<file path="config.mk">
export PLATFORM = sky130hd
export DESIGN_NAME = sbqm_wait_est
export DESIGN_NICKNAME = d
export VERILOG_FILES = /design/src/rtl/sbqm_wait_est.sv
export SDC_FILE = /design/constraint.sdc
export NUM_CORES = 1
export LEC_CHECK = 0
export ABC_AREA = 1
export ABC_CLOCK_PERIOD_IN_PS = 7900
export CORE_AREA = 2 2 80 82
export CTS_CLUSTER_SIZE = 8
export DETAILED_ROUTE_END_ITERATION = 6
export DIE_AREA = 0 0 82 84
export GPL_TIMING_DRIVEN = 0
export HOLD_SLACK_MARGIN = 0.05
export PLACE_DENSITY = 0.67
export SYNTH_ARGS = -nofsm -noshare
export SYNTH_HDL_FRONTEND = slang
export SYNTH_SLANG_ARGS = --single-unit
</file>
<file path="constraint.sdc">
create_clock -name clk -period 7.9 [get_ports clk]
set_input_delay 1.975 -clock clk [delete_from_list [all_inputs] [get_ports clk]]
set_output_delay 1.975 -clock clk [all_outputs]
set_load 0.03 [all_outputs]
</file>
<file path="src/rtl/sbqm_wait_est.sv">
// Queue wait-time estimator: resynchronises the people count, divides T_SERVE*(p+t-1) by the teller count.
// Optional build macro WTIME_BCD_EN adds a 3-digit BCD copy of wtime (double-dabble after the divide).
module sbqm_wait_est #(
    parameter int N       = 3,
    parameter int TW      = 2,
    parameter int T_SERVE = 3,
    parameter int WW      = 8
) (
    input  logic          clk,
    input  logic          rst,
    input  logic [N-1:0]  pcount,
    input  logic [TW-1:0] tcount,
    output logic [WW-1:0] wtime,
    output logic          valid,
    output logic          busy,
    output logic          full,
    output logic          empty,
`ifdef WTIME_BCD_EN
    output logic [11:0]   wtime_bcd,
`endif
    output logic          no_teller
);

    localparam int NW = WW + 2;
    localparam int CW = $clog2(WW + 1);
`ifdef WTIME_BCD_EN
    localparam int SATV = 2**WW - 1;
    localparam logic [11:0] SAT_BCD = {4'(SATV / 100), 4'((SATV / 10) % 10), 4'(SATV % 10)};
    typedef enum logic [2:0] {IDLE, LOAD, DIV, BCD, DONE} state_t;
`else
    typedef enum logic [2:0] {IDLE, LOAD, DIV, DONE} state_t;
`endif

    state_t        state_q, state_d;
    logic [N-1:0]  s1_q, s1_d, s2_q, s2_d, s3_q, s3_d;
    logic [N-1:0]  last_p_q, last_p_d;
    logic [TW-1:0] last_t_q, last_t_d;
    logic          pend_q, pend_d;
    logic [TW-1:0] rem_q, rem_d, div_q, div_d;
    logic [WW-1:0] quo_q, quo_d;
    logic          ovf_q, ovf_d;
    logic [CW-1:0] cnt_q, cnt_d;
    logic [WW-1:0] wtime_q, wtime_d;
    logic          valid_q, valid_d, busy_q, busy_d;
    logic          full_q, full_d, empty_q, empty_d;
    logic          no_teller_q, no_teller_d;
`ifdef WTIME_BCD_EN
    logic [11:0]   bcd_q, bcd_d, wtime_bcd_q, wtime_bcd_d;
    logic [WW-1:0] bin_q, bin_d;
    logic [11:0]   adj;
    logic [WW+11:0] shifted;
`endif

    logic          stable, changed, ge;
    logic [NW-1:0] num;
    logic [TW:0]   trial;
    logic [WW-1:0] qbits, res;

    always_comb begin
        state_d     = state_q;
        s1_d        = pcount;
        s2_d        = s1_q;
        s3_d        = s2_q;
        last_p_d    = last_p_q;
        last_t_d    = last_t_q;
        pend_d      = pend_q;
        rem_d       = rem_q;
        div_d       = div_q;
        quo_d       = quo_q;
        ovf_d       = ovf_q;
        cnt_d       = cnt_q;
        wtime_d     = wtime_q;
        valid_d     = 1'b0;
        no_teller_d = no_teller_q;
        full_d      = (s2_q == '1);
        empty_d     = (s2_q == '0);
`ifdef WTIME_BCD_EN
        bcd_d       = bcd_q;
        bin_d       = bin_q;
        wtime_bcd_d = wtime_bcd_q;
        adj         = '0;
        shifted     = '0;
`endif
        // s2==s3 means the synchronised count has settled across all bits.
        stable  = (s2_q == s3_q);
        changed = stable && ((s3_q != last_p_q) || (tcount != last_t_q));
        num     = NW'(T_SERVE) * (NW'(s3_q) + NW'(tcount) - NW'(1));
        trial   = {rem_q, quo_q[WW-1]};
        ge      = (trial >= {1'b0, div_q});
        qbits   = {quo_q[WW-2:0], ge};
        res     = ovf_q ? '1 : qbits;

        // LOAD latches the current operands, so a change seen there is already covered.
        if (changed && state_q != LOAD) pend_d = 1'b1;

        case (state_q)
            IDLE: begin
                if (pend_q) begin
                    state_d = LOAD;
                    pend_d  = 1'b0;
                end
            end
            LOAD: begin
                last_p_d    = s3_q;
                last_t_d    = tcount;
                no_teller_d = (tcount == '0);
                if (s3_q == '0) begin
                    wtime_d = '0;
                    valid_d = 1'b1;
                    state_d = DONE;
`ifdef WTIME_BCD_EN
                    wtime_bcd_d = '0;
`endif
                end else if (tcount == '0) begin
                    wtime_d = '1;
                    valid_d = 1'b1;
                    state_d = DONE;
`ifdef WTIME_BCD_EN
                    wtime_bcd_d = SAT_BCD;
`endif
                end else begin
                    // The top two numerator bits alone reaching the divisor means the quotient overflows WW bits.
                    ovf_d   = ((num >> WW) >= NW'(tcount));
                    rem_d   = TW'(num >> WW);
                    quo_d   = num[WW-1:0];
                    div_d   = tcount;
                    cnt_d   = '0;
                    state_d = DIV;
                end
            end
            DIV: begin
                rem_d = ge ? TW'(trial - {1'b0, div_q}) : trial[TW-1:0];
                quo_d = qbits;
                cnt_d = cnt_q + CW'(1);
                if (cnt_q == CW'(WW - 1)) begin
                    quo_d = res;
`ifdef WTIME_BCD_EN
                    bin_d   = res;
                    bcd_d   = '0;
                    cnt_d   = '0;
                    state_d = BCD;
`else
                    wtime_d = res;
                    valid_d = 1'b1;
                    state_d = DONE;
`endif
                end
            end
`ifdef WTIME_BCD_EN
            BCD: begin
                for (int i = 0; i < 3; i++) begin
                    adj[4*i +: 4] = (bcd_q[4*i +: 4] >= 4'd5) ? bcd_q[4*i +: 4] + 4'd3 : bcd_q[4*i +: 4];
                end
                shifted = {adj, bin_q} << 1;
                bcd_d   = shifted[WW+11:WW];
                bin_d   = shifted[WW-1:0];
                cnt_d   = cnt_q + CW'(1);
                if (cnt_q == CW'(WW - 1)) begin
                    wtime_d     = quo_q;
                    wtime_bcd_d = shifted[WW+11:WW];
                    valid_d     = 1'b1;
                    state_d     = DONE;
                end
            end
`endif
            DONE: begin
                if (pend_q) begin
                    state_d = LOAD;
                    pend_d  = 1'b0;
                end else begin
                    state_d = IDLE;
                end
            end
            default: state_d = IDLE;
        endcase

        busy_d = pend_d | (state_d != IDLE);
    end

    always_ff @(posedge clk or posedge rst) begin
        if (rst) begin
            state_q     <= IDLE;
            s1_q        <= '0;
            s2_q        <= '0;
            s3_q        <= '0;
            last_p_q    <= '0;
            last_t_q    <= '0;
            pend_q      <= 1'b0;
            rem_q       <= '0;
            div_q       <= '0;
            quo_q       <= '0;
            ovf_q       <= 1'b0;
            cnt_q       <= '0;
            wtime_q     <= '0;
            valid_q     <= 1'b0;
            busy_q      <= 1'b0;
            full_q      <= 1'b0;
            empty_q     <= 1'b1;
            no_teller_q <= 1'b0;
`ifdef WTIME_BCD_EN
            bcd_q       <= '0;
            bin_q       <= '0;
            wtime_bcd_q <= '0;
`endif
        end else begin
            state_q     <= state_d;
            s1_q        <= s1_d;
            s2_q        <= s2_d;
            s3_q        <= s3_d;
            last_p_q    <= last_p_d;
            last_t_q    <= last_t_d;
            pend_q      <= pend_d;
            rem_q       <= rem_d;
            div_q       <= div_d;
            quo_q       <= quo_d;
            ovf_q       <= ovf_d;
            cnt_q       <= cnt_d;
            wtime_q     <= wtime_d;
            valid_q     <= valid_d;
            busy_q      <= busy_d;
            full_q      <= full_d;
            empty_q     <= empty_d;
            no_teller_q <= no_teller_d;
`ifdef WTIME_BCD_EN
            bcd_q       <= bcd_d;
            bin_q       <= bin_d;
            wtime_bcd_q <= wtime_bcd_d;
`endif
        end
    end

    assign wtime     = wtime_q;
    assign valid     = valid_q;
    assign busy      = busy_q;
    assign full      = full_q;
    assign empty     = empty_q;
    assign no_teller = no_teller_q;
`ifdef WTIME_BCD_EN
    assign wtime_bcd = wtime_bcd_q;
`endif

endmodule

</file>
==> After elaboration in Yosys (flattened, before gate mapping) <==
Cells that the tools add are included.
{ "totals": {"output_inout_bits": 13, "reg_bits": 48, "wordCells": 83, "inputBits": 7} }
{ "op_classes": {"order_cmp": 2, "eq_ne": 13, "n_mul": 1, "mux": 29, "add_sub_neg": 4, "n_reduce_logical": 13, "bitwise": 3} }
{ "ops": {"columns": ["cell", "count"], "rows": [
  ["2-to-1 mux 8 bit", 7],
  ["case mux 8 bit (2 select lines)", 2],
  ["case mux 3 bit (4 select lines)", 1],
  ["logical NOT 3 bit", 3],
  ["2-to-1 mux 1 bit", 9],
  ["AND reduction 3 bit", 3],
  ["multiplier 3 x 5 -> 8 bit, first input constant", 1],
  ["2-to-1 mux 4 bit", 2],
  ["case mux 4 bit (2 select lines)", 1],
  ["equality test 3 x 2 -> 1 bit, second input constant", 2],
  ["2-to-1 mux 2 bit", 3],
  ["2-to-1 mux 3 bit", 2],
  ["inequality test 2 bit, second input constant", 3],
  ["subtractor 4 x 1 -> 5 bit, second input constant", 1],
  ["adder 3 x 2 -> 4 bit", 1],
  ["adder 4 x 1 -> 4 bit, second input constant", 1],
  ["equality test 4 x 3 -> 1 bit, second input constant", 1],
  ["case mux 2 bit (2 select lines)", 1],
  ["equality test 3 x 1 -> 1 bit, second input constant", 1],
  ["equality test 3 bit", 1],
  ["equality test 3 bit, second input constant", 1],
  ["greater-or-equal comparator 3 x 2 -> 1 bit", 1],
  ["inequality test 3 x 1 -> 1 bit, second input constant", 1],
  ["inequality test 3 bit", 1],
  ["other kinds (13)", 15]
]} }

==> Depth between registers and ports, before layout <==
Gate-level depths: netlist of run 1.
{ "depth": {"ltp_word": 8, "depth_mapped": 19, "ltp_nobuf": 19} }

==> Worst setup path after synthesis of run 1 <==
Ideal clock, no wire load.
{ "synth_timing": {"path_kind": "input -> register", "from": "input port tcount[1]", "to": "register ovf_q", "t_required_ns": 7.767, "path_buffers": 0, "setup_time_ns": 0.133, "t_arrival_ns": 4.660, "cell_stages": 18, "slack_ns": 3.108, "path_cell_list": "inv_1 -> ha_1 -> inv_1 -> ha_1 -> inv_1 -> fa_1 -> xor2_1 -> ha_1 -> ha_1 -> nand2_1 -> nand2_1 -> nand2_1 -> nand2_1 -> nand2_1 -> nand2_1 -> ha_1 -> o21ai_0 -> a31oi_1"} }
{ "synth_between": {"elab_chain_cells": 4, "word_cells_on_any_way": 7, "cone_classes": "2 x add/sub; 1 x mul; 1 x order compare; 1 x bitwise; 2 x reduce/logical"} }
{ "synth_rtl": {"columns": ["element", "line", "rtl"], "rows": [
  ["from (decl)", "12", "input logic [TW-1:0] tcount,"],
  ["adder 3 x 2 -> 4 bit", "87", "num = NW'(T_SERVE) * (NW'(s3_q) + NW'(tcount) - NW'(1));"],
  ["subtractor 4 x 1 -> 5 bit", "87", null],
  ["multiplier 3 x 5 -> 8 bit", "87", null],
  ["greater-or-equal comparator 2 bit", "123", "ovf_d = ((num >> WW) >= NW'(tcount));"],
  ["to (signal assigned)", "216", "ovf_q <= ovf_d;"],
  ["to (decl)", "41", "logic ovf_q, ovf_d;"]
]} }
Parallel ways exist; a longest one is shown, timed or not.
A chain may end at the register's enable or synchronous reset.

==> Worst setup path in the final report of run 1 <==
Same ends and word-level chain as after synthesis.

==> run metrics, run 1 <==
multi-input logic area about 1100 sq um; core area 6096 sq um; # IOs 20; final wirelength 4.938 mm; final hold slack 0.3526 ns; synth unique cells 28; full die area 6888 sq um; Initial Utilization between 40% and 50%; Setup Skew roughly 0.008 ns; crit path launch type input port; Syn Std Cell Area 2534 sq um; CTS tree yes; Worst Setup End Kind flip-flop; Post-Syn Area per Cell 8.502 sq um; crit-path cells clkdlybuf4s50_1 > inv_1 > ha_1 > inv_1 > ha_1 > inv_1 > fa_1 > xor2_1 > ha_1 > ha_1 > nand2_1 > nand2_1 > nand2_1 > nand2_1 > nand2_1 > nand2_1 > ha_1 > o21ai_0 > a31oi_1; area share of the largest cell type after synthesis between 40% and 50%; post-CTS sizing 0; die height 84 um; Nets 351; crit path kind input port to flip-flop; Post-DP HPWL between 3 and 4 mm; Max VDD drop 0.0001329 V; area grow syn2layout 15.75%; Final period util 65.75%; Final Setup Violations 0; final slew viol count 0; Final min period 5.195 ns; run status complete, no violations; cts hold-fix bufs 0; Die Width 82 um; slowest CP cell clkdlybuf4s50_1; post-synthesis sequential area ratio around 47%; via count 1988; largest fanout on the critical path 6; register area approximately 1200 sq um; Synth area leaders dfrtp_1 (46%), nand2_1 (12%), ha_1 (7.9%); CTS Buf Count 5; fill count roughly 600; grt total ovfl 0; via/cell ratio 4.933; CTS Root Cell clkbuf_8; Critical Path RT 8.08 ns; initial antenna violation count 0; Crit path arrival time 5.38 ns; Mapped Nets 324; Mapped Cells 298; # diodes 0; setup TNS 0 ns; relative slew slack about 64%; clock slew at reported path FFs 0.09 ns; Hold Crit Class flip-flop to flip-flop; critical path's largest stage delay 0.49 ns; GRT Overall Usage 15.97%; measured slew at the worst slew-check pin 0.5389 ns; WL/cell approximately 12 um; power density cells ~320 nW/um^2; Max Cap Violations 0; initial drt markers 104; leakage ~1.5 nW; post-route ant nets 0; RSZ-0062 raised after global routing false; layout cell share with drive strength beyond 1 6.748%; DRT Pass-1 Iters 4; routability congestion estimate 0.8266; f_max 0.1925 GHz; postcts setup bufs 0; # DRC 0; I/O Buffers 19; Final Hold Fails 0; area leader, netlist dfrtp_1; Clock Tree Buf Depth 2; Worst-Skew Late Latency 0.30 ns; H-tree levels 2; Worst path most repeated cell nand2_1; Rows 29; FF+latch count, synth 48; number of global-route vias before repair 1949; first-pass GRT wire length roughly 8.7 mm; largest net degree at the start of global routing 26; synthesis warning total 0; Sink Count 48
## synthesized netlist by cell type (all sizes together)
| cell | instances |
|---|---|
| a21oi | 2 |
| a31oi | 6 |
| buf | 4 |
| clkbuf | 1 |
| conb | 1 |
| dfrtp | 47 |
| dfstp | 1 |
| fa | 3 |
| ha | 16 |
| inv | 44 |
| nand2 | 83 |
| nand3 | 33 |
| nand4 | 5 |
| nor2 | 11 |
| nor3 | 3 |
| o211ai | 2 |
| o21a | 3 |
| o21ai | 27 |
| xnor2 | 1 |
| xor2 | 5 |
## sequential cells by signal, indices dropped and copies added, names as in the netlist, 2 cells and up
signal and count:
s1_q 3, quo_q 8, state_q 3, last_p_q 3, cnt_q 4, s3_q 3, wtime 8, div_q 2
s2_q 3, rem_q 2, last_t_q 2
## through the flow
step	power [W]	util, %	instance area (sq um)	instances	setup slack, ns
after global placement	0.0007700	46.26	2820	394	2.391
after detailed placement	0.0007883	46.59	2840	395	2.368
after CTS	0.0009387	48.11	2933	403	2.695
after global routing	0.001012	48.11	2933	403	2.385
final	0.0009313	48.11	2933	403	2.705
after floorplan	0.0006627	-	2534	298	3.108
## power by group
part	internal (W)	switching (W)
combinational	0.000156	0.000242
sequential	0.000329	0.0000534
clock	0.0000700	0.0000812
## layout make-up
cell class,count,share of cell area (%)
Buffer,5,1.109
Clock buffer,6,2.816
Clock inverter,2,0.3413
Inverter,44,5.631
Multi-Input combinational cell,201,38.65
Sequential cell,48,41.00
Tap cell,77,3.285
Timing Repair Buffer,20,7.167
## critical path, delay by kind of cell
kind	cells	cell delay, ns
adders and majority gates	6	1.78
and+or+nand+nor	6	0.42
AOI/OAI and AO/OA	2	0.24
xor gates and xnor gates	1	0.20
buffers and inverters	4	0.76
## path summary, 6_finish.rpt
path,startpoint,end,slack (ns),cells after the start
worst max-delay path,tcount[1],ovf_q$_DFFE_PP0P_,2.71,19
max in group asynchronous,rst,empty$_DFF_PP1_,5.27,3
worst min register to register,s1_q[2]$_DFF_PP0_,s2_q[2]$_DFF_PP0_,0.35,0
worst max register to register,s3_q[1]$_DFF_PP0_,ovf_q$_DFFE_PP0P_,4.50,18
min in group asynchronous,rst,wtime[6]$_DFFE_PP0P_,2.03,2
worst min-delay path,s1_q[2]$_DFF_PP0_,s2_q[2]$_DFF_PP0_,0.35,0
## cells in the final DEF, fill, tap and decap left out, types with 2 or more instances in the layout
cell type and instances:
ha_1 16, nor3_1 2, inv_1 41, a21oi_1 2
o211ai_1 2, o21a_1 3, clkinv_2 2, a31oi_1 6
nor2_1 11, nand3_1 31, buf_2 2, fa_1 3
nand2_1 82, xor2_1 5, o21ai_0 25, clkbuf_8 6
dfrtp_1 47, nand3_2 2, nand4_1 5, clkdlybuf4s50_1 19
inv_2 3
## layer usage
metal / routed length (um) / vias up / GRT usage [%]
met5: 0 / - / 0
met4: 90 / 0 / 5.152
met3: 118 / 7 / 2.273
met2: 2314 / 32 / 26.24
met1: 2415 / 935 / 21.40
li1: - / 1014 / -
## cell families (layout without fill, tap and decap cells)
| kind of cell | count (synthesis) | count (layout) | synth area share (%) |
|---|---|---|---|
| adders and majority gates | 19 | 19 | 10.27 |
| and+or+nand+nor | 135 | 135 | 23.41 |
| other | 1 | 1 | 0.1480 |
| buffers and inverters | 49 | 77 | 7.802 |
| AOI/OAI and AO/OA | 40 | 40 | 8.839 |
| xor gates and xnor gates | 6 | 6 | 2.074 |
| DFF | 48 | 48 | 47.46 |
Note: power is estimated with default switching activity, not from simulation.
==> run 2: changes to the inputs <==
--- a/config.mk
+++ b/config.mk
@@ -6,14 +6,14 @@
 export NUM_CORES = 1
 export LEC_CHECK = 0
 export ABC_AREA = 1
-export ABC_CLOCK_PERIOD_IN_PS = 7900
+export ABC_CLOCK_PERIOD_IN_PS = 4240
 export CORE_AREA = 2 2 80 82
 export CTS_CLUSTER_SIZE = 8
 export DETAILED_ROUTE_END_ITERATION = 6
 export DIE_AREA = 0 0 82 84
 export GPL_TIMING_DRIVEN = 0
 export HOLD_SLACK_MARGIN = 0.05
-export PLACE_DENSITY = 0.67
+export PLACE_DENSITY = 0.69
 export SYNTH_ARGS = -nofsm -noshare
 export SYNTH_HDL_FRONTEND = slang
 export SYNTH_SLANG_ARGS = --single-unit
==> constraint.sdc (replaced) <==
create_clock -name clk -period 4.24 [get_ports clk]
set_input_delay 1.06 -clock clk [delete_from_list [all_inputs] [get_ports clk]]
set_output_delay 1.06 -clock clk [all_outputs]
set_load 0.03 [all_outputs]
==> run 2 against run 1 <==
Compared with the run above:
- sequential power grew 87%
- cell count shrank 0.25%
- combinational power is 88% higher
- worst hold slack worse by 0.0021 ns
- sequential cell count unchanged
- highest routed layer unchanged
==> run metrics, run 2 (synthesis results as in run 1) <==
run status complete, no violations; postcts setup bufs 0 (unchanged); Layout Cell Area excl Fill 2982 sq um (+1.7%); Setup Skew 0.007491 ns (-0.0006450 ns); Sink Count 48 (unchanged); I/O Buffers 19 (unchanged); Worst path most repeated cell nand2_1; Max VDD drop 0.0002386 V (+79%); Hold Path Depth 0 (unchanged); core area 6096 sq um (unchanged); most common cell after layout, fill and taps aside nand2_1; power density cells 576.1 nW/um^2 (+81%); # DRC 0 (unchanged); Worst R2R Path Depth 19 (+1); # diodes 0 (unchanged); via/cell ratio 4.925 (-0.15%); CTS Buf Count 5 (unchanged); total internal power 0.001026 W (+85%); Non-Filler Instances 402 (-0.25%); H-tree levels 2 (unchanged); Final min period 4.017 ns; dpl cells 395 (unchanged); RSZ-0062 raised after global routing false; final slew viol count 0 (unchanged); crit path launch type input port; Max Cap Violations 0 (unchanged); layout cell share with drive strength beyond 1 8.615% (+1.9 points); f_max 0.2489 GHz; # IOs 20 (unchanged); overall power 0.001718 W (+84%); slowest CP cell clkdlybuf4s50_1; Final WS setup 0.2230 ns (-2.482 ns); WL/cell 12.40 um (+1.2%); most frequent cells in the layout nand2_1 (82), dfrtp_1 (47), inv_1 (40); via count 1980 (-0.40%); grt total ovfl 0 (unchanged); Worst Setup End Kind flip-flop; Hold Crit Class flip-flop to flip-flop; Worst-Skew Late Latency 0.30 ns (about the same); Critical Path RT 4.46 ns (-3.62 ns); clock slew at reported path FFs 0.08 ns (about the same); first-pass GRT wire length 8.666 mm (about the same); die height 84 um (unchanged); dpl cell area 2840 sq um (unchanged); Seq pwr share 41.7% (+0.7 points); Switching Share 40.27% (-0.18 points); GRT Overall Usage 16.46% (+0.49 points); critical path's largest stage delay 0.51 ns (+0.02 ns); Crit path arrival time 4.24 ns (-1.14 ns); Clock Tree Buf Depth 2 (unchanged); largest net degree at the start of global routing 28 (+7.7%); Initial Utilization 41.56% (unchanged); initial antenna violation count 0 (unchanged); area grow syn2layout 17.68%; DRT Pass-1 Iters 4 (unchanged); final wirelength 4.983 mm (+0.91%); Final Hold Fails 0 (unchanged); routability congestion estimate 0.8224 (-0.51%); CTS tree yes; P_sw 0.0006917 W (+84%); CTS Root Cell clkbuf_8; fill count 594 (-1.3%); number of global-route vias before repair 1959 (+0.51%); crit path kind input port to flip-flop; post-route ant nets 0 (unchanged); Rows 29 (unchanged); combinational share of power 43.6% (+0.9 points); largest fanout on the critical path 6 (unchanged); initial drt markers 81 (-22%); DP Worst Slack -0.4385 ns (-2.807 ns); Final period util 94.74%; Clk pwr share 14.7% (-1.5 points); final hold slack 0.3505 ns (-0.002117 ns); full die area 6888 sq um (unchanged); Post-DP HPWL 3.847 mm (+0.44%); Die Width 82 um (unchanged); crit-path cells clkdlybuf4s50_1 > inv_2 > ha_1 > inv_1 > ha_4 > inv_1 > fa_2 > xor2_4 > ha_4 > ha_4 > nand2_1 > nand2_1 > nand2_1 > nand2_1 > nand2_1 > nand2_1 > inv_1 > ha_1 > o21ai_1 > a31oi_1; Nets 351 (unchanged); leakage 1.482 nW (-0.85%); Final Setup Violations 0 (unchanged)
run 2: cell count changes in the layout (fill, tap and decap cells not counted):
| cell | before | now |
|---|---|---|
| ha_1 | 16 | 12 |
| ha_4 | 0 | 3 |
| fa_1 | 3 | 1 |
| fa_2 | 0 | 2 |
| clkbuf_1 | 1 | 2 |
| clkbuf_8 | 6 | 5 |
| clkinv_2 | 2 | 1 |
| ha_2 | 0 | 1 |
| inv_1 | 41 | 40 |
| inv_2 | 3 | 4 |
| o21ai_0 | 25 | 24 |
| o21ai_1 | 1 | 2 |
| xor2_1 | 5 | 4 |
| xor2_4 | 0 | 1 |
run 2: path summary, 6_finish.rpt:
path	from	endpoint	slack, ns
max in group asynchronous	rst	empty$_DFF_PP1_	2.56
worst min register to register	s1_q[2]$_DFF_PP0_	s2_q[2]$_DFF_PP0_	0.35
worst min-delay path	s1_q[2]$_DFF_PP0_	s2_q[2]$_DFF_PP0_	0.35
min in group asynchronous	rst	rem_q[1]$_DFFE_PP0P_	1.10
worst max register to register	s3_q[1]$_DFF_PP0_	ovf_q$_DFFE_PP0P_	1.06
worst max-delay path	tcount[1]	ovf_q$_DFFE_PP0P_	0.22
run 2: worst max-delay path: cells and delay by family:
| family | cells | cell delay (ns) |
|---|---|---|
| buf+inv | 5 | 0.81 |
| xor+xnor | 1 | 0.20 |
| compound gates | 2 | 0.21 |
| fa+ha+maj | 6 | 1.57 |
| simple gates | 6 | 0.38 |
run 2: cell type report:
| cell class | instances | area (sq um) | area share (%) |
|---|---|---|---|
| repair buffers | 20 | 210.2 | 7.050 |
| inverters | 44 | 165.2 | 5.539 |
| plain buffers | 5 | 32.53 | 1.091 |
| clock inverters | 1 | 5.005 | 0.1679 |
| clock buffers | 6 | 72.57 | 2.434 |
| multi-input cells | 201 | 1197 | 40.16 |
| well taps | 77 | 96.34 | 3.231 |
| flip-flops and latches | 48 | 1202 | 40.33 |
run 2: routing by layer:
| metal | routed length (um) | vias up | GRT usage [%] |
|---|---|---|---|
| met1 | 2231 | 927 | 20.71 |
| li1 | - | 1009 | - |
| met2 | 2440 | 34 | 26.61 |
| met3 | 177 | 10 | 3.571 |
| met5 | 0 | - | 0 |
| met4 | 133 | 0 | 7.424 |
run 2: per-stage QoR:
step | util [%] | TNS [ns]
after global routing | 48.91 | 0
final | 48.91 | 0
after floorplan | - | 0
after CTS | 48.23 | 0
after detailed placement | 46.59 | -0.9522
after global placement | 46.26 | -0.4988
run 2: timing repair:
item / in CTS / in global routing
endpoints found under the setup margin: 1 / 2
resized for setup: 4 / 7
pin swaps: 0 / 2
hold buffers: 0 / 0
run 2: power by group through the flow:
stage / combinational, W / sequential [W] / clock (W)
6_report: 0.000749 / 0.000716 / 0.000252
5_1_grt: 0.000846 / 0.000737 / 0.000287
4_1_cts: 0.000749 / 0.000718 / 0.000264
3_5_place_dp: 0.000739 / 0.000728 / 0
3_3_place_gp: 0.000712 / 0.000718 / 0
2_1_floorplan: 0.000442 / 0.000792 / 0
==> run 3: changes to the inputs <==
--- a/config.mk
+++ b/config.mk
@@ -6,13 +6,11 @@
 export NUM_CORES = 1
 export LEC_CHECK = 0
 export ABC_AREA = 1
-export ABC_CLOCK_PERIOD_IN_PS = 4240
-export CORE_AREA = 2 2 80 82
+export CORE_AREA = 2 2 89 74
 export CTS_CLUSTER_SIZE = 8
 export DETAILED_ROUTE_END_ITERATION = 6
-export DIE_AREA = 0 0 82 84
+export DIE_AREA = 0 0 91 76
 export GPL_TIMING_DRIVEN = 0
-export HOLD_SLACK_MARGIN = 0.05
 export PLACE_DENSITY = 0.69
 export SYNTH_ARGS = -nofsm -noshare
 export SYNTH_HDL_FRONTEND = slang
==> run 3 against run 2 <==
Compared with the run above:
- sequential cell count is the same
- non-clock buffer count is the same
- first-iteration DRC count grew 37%
- utilization shrank 0.099 points
- sequential power shrank 0.7%
- highest routed layer unchanged
- worst setup slack lost 0.041 ns
- largest cell class unchanged
- count of clock-buffer cells in the layout is the same
- die area grew 0.41%
==> run metrics, run 3 (synthesis results as in run 1) <==
M3 GR Usage 3.165% (-0.41 points); leakage 1.481 nW (about the same); GRT Overall Usage 16.16% (-0.30 points); WL/cell 12.07 um (-2.7%); grt met1 use 21.66% (+0.95 points); via count 2005 (+1.3%); run status complete, no violations; DRT Pass-1 Iters 4 (unchanged); final slew viol count 0 (unchanged); most frequent cells in the layout nand2_1 (82), dfrtp_1 (47), inv_1 (40); full die area 6916 sq um (+0.41%); Critical Path RT 4.47 ns (about the same); Levels on crit path 20 (unchanged); Crit path arrival time 4.29 ns (+0.05 ns); crit-path cells clkdlybuf4s50_1 > inv_2 > ha_1 > inv_1 > ha_2 > inv_1 > fa_2 > xor2_4 > ha_4 > ha_4 > nand2_1 > nand2_1 > nand2_1 > nand2_1 > nand2_1 > nand2_1 > inv_1 > ha_1 > o21ai_1 > a31oi_1; Nets 351 (unchanged); dpl cell area 2849 sq um (+0.31%); die height 76 um (-9.5%); Clock Tree Buf Depth 2 (unchanged); GR peak layer met2; Worst Setup End Kind flip-flop; Worst R2R Path Depth 19 (unchanged); H-tree levels 2 (unchanged); crit path launch type input port; r2r setup slk 1.01 ns (-0.05 ns); most common cell after layout, fill and taps aside nand2_1; CTS Root Cell clkbuf_8; Rows 26 (-10%); via/cell ratio 4.890 (-0.71%); fill count 609 (+2.5%); Worst-Skew Late Latency 0.31 ns (about the same); postcts setup bufs 0 (unchanged); number of global-route vias before repair 1964 (+0.26%); post-route ant nets 0 (unchanged); critical path's largest stage delay 0.51 ns (about the same); largest fanout on the critical path 6 (unchanged); multi-input logic area 1185 sq um (-1.0%); Worst path most repeated cell nand2_1; Sink Count 48 (unchanged); clock slew at reported path FFs 0.09 ns (about the same); cts hold-fix bufs 0 (unchanged); largest net degree at the start of global routing 44 (+57%); I/O Buffers 19 (unchanged); slowest CP cell clkdlybuf4s50_1; first-pass GRT wire length 8.976 mm (+3.6%); crit path kind input port to flip-flop; Post-DP HPWL 3.784 mm (-1.7%); Final period util 95.71% (+0.97 points); Max Cap Violations 0 (unchanged); CP top delay family adder cells; power density cells 580.4 nW/um^2 (+0.75%); Setup Skew 0.01257 ns (+0.005081 ns); routability congestion estimate 0.8188 (-0.44%); overall power 0.001733 W (+0.87%); initial antenna violation count 0 (unchanged); register area 1202 sq um (unchanged); met2 Use GR 25.56% (-1.1 points); initial drt markers 111 (+37%); f_max 0.2464 GHz (-1.0%); Buf/Inv on CP 5 (unchanged); layout cell share with drive strength beyond 1 8.589% (-0.026 points); Hold Path Depth 0 (unchanged); Die Width 91 um (+11%); # diodes 0 (unchanged); # DRC 0 (unchanged); Hold Crit Class flip-flop to flip-flop; Initial Utilization 41.43% (-0.14 points); Final Setup Violations 0 (unchanged); core area 6116 sq um (+0.33%); area grow syn2layout 17.83%; CTS Buf Count 5 (unchanged); CTS tree yes; Layout Cell Area excl Fill 2985 sq um (+0.13%); final wirelength 4.947 mm (-0.72%); # IOs 20 (unchanged); Final Hold Fails 0 (unchanged); grt total ovfl 0 (unchanged); post-layout util 48.81% (-0.099 points); Max VDD drop 0.0001649 V (-31%); Final min period 4.058 ns (+0.04125 ns)
run 3: cell type report:
class | count | area share, %
inverter | 44 | 5.532
tap | 84 | 3.521
timing repair buffer | 20 | 7.041
clock buffer | 6 | 2.431
buffer | 5 | 1.090
clock inverter | 2 | 0.4191
multi-input combinational | 201 | 39.69
sequential | 48 | 40.28
run 3: path summary, 6_finish.rpt:
kind	from	end
setup / recovery	tcount[1]	ovf_q$_DFFE_PP0P_
hold / removal	s1_q[1]$_DFF_PP0_	s2_q[1]$_DFF_PP0_
setup reg to reg	s3_q[1]$_DFF_PP0_	ovf_q$_DFFE_PP0P_
hold reg to reg	s1_q[1]$_DFF_PP0_	s2_q[1]$_DFF_PP0_
max in group asynchronous	rst	empty$_DFF_PP1_
min in group asynchronous	rst	rem_q[0]$_DFFE_PP0P_
run 3: power by group:
| part | internal, W | total [W] | switching, W |
|---|---|---|---|
| Combinational | 0.000299 | 0.000752 | 0.000453 |
| Clock | 0.000115 | 0.000270 | 0.000154 |
| Sequential | 0.000612 | 0.000711 | 0.0000985 |
run 3: stage by stage:
stage          TNS [ns]  hold slack, ns  std cells  worst slack, ns
2_1_floorplan         0          0.3312        298           0.3629
3_3_place_gp    -0.6419          0.3313        401          -0.3587
3_5_place_dp     -1.012          0.3389        402          -0.4329
4_1_cts               0          0.3593        410          0.01838
5_1_grt        -0.02247          0.3688        410         -0.02247
6_report              0          0.3547        410           0.1818
run 3: layer usage:
metal	part of all wire (%)	up-vias
li1	-	1020
met3	4.3	7
met1	47	941
met2	46	37
met4	2.1	0
met5	0	-
run 3: repair_timing:
item / in CTS / in global routing
pin swaps: 0 / 1
gates resized for setup: 2 / 7
hold endpoints to repair: 0 / 0
setup endpoints to repair: 1 / 1
gates cloned: 0 / 0
